<file path="src/rtl/resp_misr_capture.sv">
// Response capture: folds each wide DUT output sample into a MISR signature,
// counts samples, compares against a golden value and drains the signature bytewise.
module resp_misr_capture #(
  parameter int               DATA_W = 127,
  parameter int               SIG_W  = 32,
  parameter logic [SIG_W-1:0] POLY   = 32'h04C11DB7,
  parameter logic [SIG_W-1:0] SEED   = 32'h00000000,
  parameter int               CNT_W  = 16
) (
  input  logic              clk,
  input  logic              rst_n,
  input  logic              start,
  input  logic              stop,
  input  logic              y_valid,
  input  logic [DATA_W-1:0] y,
  input  logic [SIG_W-1:0]  exp_sig,
  output logic              busy,
  output logic [CNT_W-1:0]  sample_cnt,
  output logic [SIG_W-1:0]  sig,
  output logic              match,
  output logic              done,
  output logic              ser_valid,
  input  logic              ser_ready,
  output logic [7:0]        ser_data
);

  localparam int NB    = SIG_W / 8;
  localparam int IDX_W = (NB > 1) ? $clog2(NB) : 1;
  localparam int NCH   = (DATA_W + SIG_W - 1) / SIG_W;
  localparam int PAD_W = NCH * SIG_W;
  localparam logic [IDX_W-1:0] LAST_IDX = IDX_W'(NB - 1);

  typedef enum logic [1:0] {
    ST_IDLE    = 2'd0,
    ST_CAPTURE = 2'd1,
    ST_DRAIN   = 2'd2
  } state_t;

  state_t             state_q, state_d;
  logic [SIG_W-1:0]   sig_q, sig_d;
  logic [CNT_W-1:0]   cnt_q, cnt_d;
  logic               match_q, match_d;
  logic               busy_q, busy_d;
  logic               done_q, done_d;
  logic               ser_valid_q, ser_valid_d;
  logic [7:0]         ser_data_q, ser_data_d;
  logic [IDX_W-1:0]   idx_q, idx_d;

  function automatic logic [SIG_W-1:0] fold(input logic [DATA_W-1:0] v);
    logic [PAD_W-1:0] p;
    logic [SIG_W-1:0] r;
    p = PAD_W'(v);
    r = '0;
    for (int i = 0; i < NCH; i++) begin
      r = r ^ p[i*SIG_W +: SIG_W];
    end
    return r;
  endfunction

  function automatic logic [SIG_W-1:0] misr_step(input logic [SIG_W-1:0] s,
                                                 input logic [DATA_W-1:0] v);
    return {s[SIG_W-2:0], 1'b0} ^ (s[SIG_W-1] ? POLY : {SIG_W{1'b0}}) ^ fold(v);
  endfunction

  // Byte k of the signature counting from the most significant byte.
  function automatic logic [7:0] sig_byte(input logic [SIG_W-1:0] s,
                                          input logic [IDX_W-1:0] k);
    logic [SIG_W-1:0] sh;
    sh = s << {k, 3'b000};
    return sh[SIG_W-1 -: 8];
  endfunction

  always_comb begin
    state_d     = state_q;
    sig_d       = sig_q;
    cnt_d       = cnt_q;
    match_d     = match_q;
    idx_d       = idx_q;
    ser_valid_d = ser_valid_q;
    ser_data_d  = ser_data_q;
    done_d      = 1'b0;
    case (state_q)
      ST_IDLE: begin
        // done_q high means the drain finished this very cycle; start is not yet honoured
        if (start && !done_q) begin
          state_d = ST_CAPTURE;
          sig_d   = SEED;
          cnt_d   = '0;
          match_d = 1'b0;
        end else begin
          state_d = ST_IDLE;
        end
      end
      ST_CAPTURE: begin
        if (y_valid) begin
          sig_d = misr_step(sig_q, y);
          if (cnt_q != {CNT_W{1'b1}}) begin
            cnt_d = cnt_q + CNT_W'(1);
          end else begin
            cnt_d = cnt_q;
          end
        end else begin
          sig_d = sig_q;
        end
        if (stop) begin
          state_d     = ST_DRAIN;
          match_d     = (sig_d == exp_sig);
          idx_d       = '0;
          ser_valid_d = 1'b1;
          ser_data_d  = sig_byte(sig_d, '0);
        end else begin
          state_d = ST_CAPTURE;
        end
      end
      ST_DRAIN: begin
        if (ser_valid_q && ser_ready) begin
          if (idx_q == LAST_IDX) begin
            ser_valid_d = 1'b0;
            done_d      = 1'b1;
            state_d     = ST_IDLE;
          end else begin
            idx_d      = idx_q + IDX_W'(1);
            ser_data_d = sig_byte(sig_q, idx_q + IDX_W'(1));
          end
        end else begin
          state_d = ST_DRAIN;
        end
      end
      default: begin
        state_d     = ST_IDLE;
        ser_valid_d = 1'b0;
      end
    endcase
    busy_d = (state_d != ST_IDLE);
  end

  always_ff @(posedge clk or negedge rst_n) begin
    if (!rst_n) begin
      state_q     <= ST_IDLE;
      sig_q       <= SEED;
      cnt_q       <= '0;
      match_q     <= 1'b0;
      busy_q      <= 1'b0;
      done_q      <= 1'b0;
      ser_valid_q <= 1'b0;
      ser_data_q  <= 8'h00;
      idx_q       <= '0;
    end else begin
      state_q     <= state_d;
      sig_q       <= sig_d;
      cnt_q       <= cnt_d;
      match_q     <= match_d;
      busy_q      <= busy_d;
      done_q      <= done_d;
      ser_valid_q <= ser_valid_d;
      ser_data_q  <= ser_data_d;
      idx_q       <= idx_d;
    end
  end

  assign busy       = busy_q;
  assign sample_cnt = cnt_q;
  assign sig        = sig_q;
  assign match      = match_q;
  assign done       = done_q;
  assign ser_valid  = ser_valid_q;
  assign ser_data   = ser_data_q;

endmodule

</file>
<file path="config.mk">
export PLATFORM = sky130hd
export DESIGN_NAME = resp_misr_capture
export DESIGN_NICKNAME = d
export VERILOG_FILES = /design/src/rtl/resp_misr_capture.sv
export SDC_FILE = /design/constraint.sdc
export NUM_CORES = 1
export LEC_CHECK = 0
export BUFFER_PORTS_ARGS = -buffer_cell sky130_fd_sc_hd__buf_4
export CAP_MARGIN = 10
export CORE_ASPECT_RATIO = 0.75
export CORE_MARGIN = 2
export CORE_UTILIZATION = 45
export DETAILED_ROUTE_END_ITERATION = 10
export GPL_TIMING_DRIVEN = 0
export PLACE_DENSITY = 0.86
export REMOVE_ABC_BUFFERS = 1
export SYNTH_ARGS = -nofsm -noshare
export SYNTH_HDL_FRONTEND = slang
export SYNTH_SLANG_ARGS = --single-unit
export TNS_END_PERCENT = 1
</file>
<file path="constraint.sdc">
create_clock -name clk -period 2.1 [get_ports clk]
set_input_delay 0.315 -clock clk [delete_from_list [all_inputs] [get_ports clk]]
set_output_delay 0.315 -clock clk [all_outputs]
set_load 0.02 [all_outputs]
</file>
==> run_results.csv <==
group,metric,value,unit
clocking,cts-root-buf,"clkbuf_16",
worst_setup_path,path_class,"reg -> reg",
pwr,ir_drop,597,uV
worst_setup_path,cp_cell_sequence,"inv_1, a221oi_1, a21oi_1, or4_1, nor4_1, o2111ai_1, o31ai_2",
global_route,globalRouteOverflowTotal,0,
run_status,run_status,"finished, violations left",
yosys,synth_ff_type,"dfrtp_1",
floorplanning,initial_core_util,46.2,%
sta,drv_slew,0,
finish,stdcell_count,971,
yosys,syn-cell-area,0.00534,mm2
worst_setup_path,r2r_end,"match",
floorplanning,num_rows,34,
route,drcViolationCount,0,
pwr,finalPower,9.72,mW
global_route,grt_pass1_wl,29.2,mm
global_route,grt_usage,30.4,%
yosys,synth.yosys.seq_area_share,30.0,%
sta,hold_ws,0.0878,ns
yosys,synthTopCellsByArea,"dfrtp_1 30%, xnor2_1 21%, xor2_1 5.1%",
run_status,violations,"setup timing",
route,wl_per_cell,20.3,um
placement,port_buffers,224,
finish,diodes,0,
route,first_iter_violations,567,
clocking,cts_made_buffers,9,
pwr,combinationalPowerShare,58.5,%
clocking,clock_path_buffers,2,
floorplanning,die_y,98.3,um
floorplanning,ios,225,
sta,fin_skew,0.00727,ns
pwr,p_sw,4.37,mW
worst_setup_path,critPathMaxStageDelay,0.52,ns
clocking,path_clk_slew,0.06,ns
yosys,synth_warnings,0,
global_route,grt_max_degree,65,
worst_setup_path,cp_slowest_cell,"or4_1",
sta,finalCritPeriodShare,119,%
yosys,syn_inst,582,
worst_setup_path,r2r-start,"sig[17]",
finish,syn_to_final_growth,45.9,%
yosys,synth_top_area_share,30.0,%
finish,fillers,967,
worst_setup_path,crit_arrival,2.73,ns
worst_setup_path,end_kind,"register",
clocking,tritoncts,"built",
global_route,grt_pass1_vias,5428,
clocking,clk_latency,0.34,ns
sta,setup_violations,2,
worst_setup_path,start_kind,"register",
placement,dp.cells,947,
pwr,seqPwrFrac,24.3,%
route,detail_route.vias_per_cell,5.74,
global_route,antenna_found_initial,0,
min_path,hp-class,"in -> async",
route,vias,5575,
worst_setup_path,reg2reg_depth,7,
worst_setup_path,crit_fanout,5,
finish,fin_util,67.3,%
placement,dp_hpwl,14.6,mm
pwr,p_int,5.35,mW
worst_setup_path,regToRegSetupSlack,-0.39,ns
pwr,power_frac_clock,17.1,%
floorplanning,dieArea,0.0128,mm2
sta,rsz0062_at_grt,"true",
yosys,syn-mean-instance-area,9.18,um2
sta,slew_headroom,42.2,%
finish,drive_gt1_share,38.2,%
sta,worst_pin_slew,0.863,ns
clocking,cts-htree-levels,3,
pwr,p_leak,3.50,nW
pwr,power_density,1250,mW/mm2
yosys,synth_edf_count,0,
sta,max_freq,402,MHz
route,wirelength,19.7,mm
sta,hold_viol,0,
finish,fin_nets,971,
clocking,cts.sinks,64,
sta,setup_slack,-0.390,ns
yosys,synth_area_leader_cell,"dfrtp_1",
floorplanning,die_w,130,um
finish,fin_area,0.00779,mm2
yosys,async_reset_ff_share,100,%
yosys,synthDistinctLibCells,64,
route,ant_nets,0,
flow_run,max_cap_violations,0,
route,dr.pass1.iters,6,
worst_setup_path,cp.required,2.34,ns
pwr,sw_frac_of_total,45.0,%
floorplanning,coreArea,0.0116,mm2
clocking,holdBufCountCts,0,
yosys,ys_ff_latch,64,
placement,gp_congestion,0.940,
sta,fin_crit,2.49,ns
placement,placed_cell_area,0.00713,mm2
per-layer routing:
layer	vias to the layer above	GRT usage [%]	part of all wire [%]
li1	2501	-	-
met1	2589	38.1	37
met2	418	48.9	46
met3	67	11.3	14
met4	0	9.51	2.7
met5	-	0	0
stage by stage:
step	setup slack, ns	setup TNS, ns
2_1_floorplan	-0.438	-0.978
3_5_place_dp	-0.970	-10.84
4_1_cts	-0.331	-1.66
3_3_place_gp	-0.941	-10.24
5_1_grt	-0.460	-1.23
6_report	-0.390	-0.471
timing repair:
item | 4_1_cts | 5_1_grt
pin swaps | 7 | 17
endpoints found under the setup margin | 48 | 43
buffers inserted | 6 | 2
resized for setup | 25 | 26
worst max path at each step:
| stage | cells past startpoint | start | slack, ns | to |
|---|---|---|---|---|
| 2_1_floorplan | 7 | sig[31] | -0.44 | match |
| 3_3_place_gp | 7 | sig[31] | -0.94 | match |
| 3_5_place_dp | 7 | sig[31] | -0.97 | match |
| 4_1_cts | 7 | sig[31] | -0.33 | match |
| 5_1_grt | 9 | sig[31] | -0.46 | match |
| 6_report | 7 | sig[17] | -0.39 | match |
synth_stat cells (5+ instances only):
library cell / number
xnor2_1: 126
nor2_1: 41
dfrtp_1: 64
inv_1: 19
mux2i_1: 5
nand2_1: 53
nor3_1: 7
nand3_1: 9
clkbuf_1: 16
nand4_1: 8
a21oi_1: 26
xor2_1: 31
xnor3_1: 11
nor4b_1: 5
o21ai_0: 43
o22ai_1: 5
xnor2_2: 5
nand2b_1: 6
mux4_2: 8
a31oi_1: 8
nor4_1: 8
critical path, delay by kind of cell (launching register included):
| kind | cells | cell delay, ns |
|---|---|---|
| simple gates | 2 | 0.76 |
| flops | 1 | 0.50 |
| buf+inv | 1 | 0.13 |
| compound gates | 4 | 1.01 |
state kept, by name, indices dropped and copies added, names as in the netlist:
register    count
ser_valid       1
sample_cnt     16
sig            32
match           1
ser_data        8
busy            1
state_q         2
done            1
idx_q           2
area by class of cell:
class                      count  area (um2)  share of cell area (%)
clock buffer                  11         243                    3.11
clock inverter                 5        80.1                    1.03
inverter                      21        82.6                    1.06
multi-input combinational    476        3820                    49.0
sequential                    64        1610                    20.7
tap                          162         203                    2.60
timing repair buffer         232        1750                    22.5
layout by cell type (no fill, tap or decap), types with 4 or more instances in the layout:
cell | netlist | final
buf_4 | 0 | 231
xnor2_1 | 126 | 107
dfrtp_1 | 64 | 58
nand2_1 | 53 | 52
o21ai_0 | 43 | 42
nor2_1 | 41 | 40
xor2_1 | 31 | 31
a21oi_1 | 26 | 26
xnor2_2 | 5 | 23
inv_1 | 19 | 19
xnor3_1 | 11 | 11
nand3_1 | 9 | 9
clkbuf_16 | 0 | 9
mux4_2 | 8 | 8
nand4_1 | 8 | 8
nor4_1 | 8 | 7
a31oi_1 | 8 | 7
nand2b_1 | 6 | 6
nor3_1 | 7 | 6
mux2i_1 | 5 | 5
o22ai_1 | 5 | 5
dfrtp_2 | 0 | 5
a22o_1 | 4 | 4
nor3b_1 | 4 | 4
o221ai_1 | 4 | 4
kinds of logic after synthesis:
kind of cell / after synthesis / synth area share, %
flops: 64 / 30.0
compound gates: 126 / 15.0
fa+ha+maj: 2 / 0.469
buf+inv: 42 / 3.28
simple gates: 162 / 15.0
mux: 13 / 4.31
xor+xnor: 173 / 31.9
power groups by stage:
stage	Combinational, mW	Clock (mW)	Sequential [mW]
global route	6.08	1.70	2.40
CTS	5.32	1.66	2.34
floorplan	2.91	0	2.52
detailed placement	4.97	0	2.38
global placement	4.88	0	2.36
finish	5.69	1.66	2.37
No activity file was read; power rests on OpenSTA's default activity.
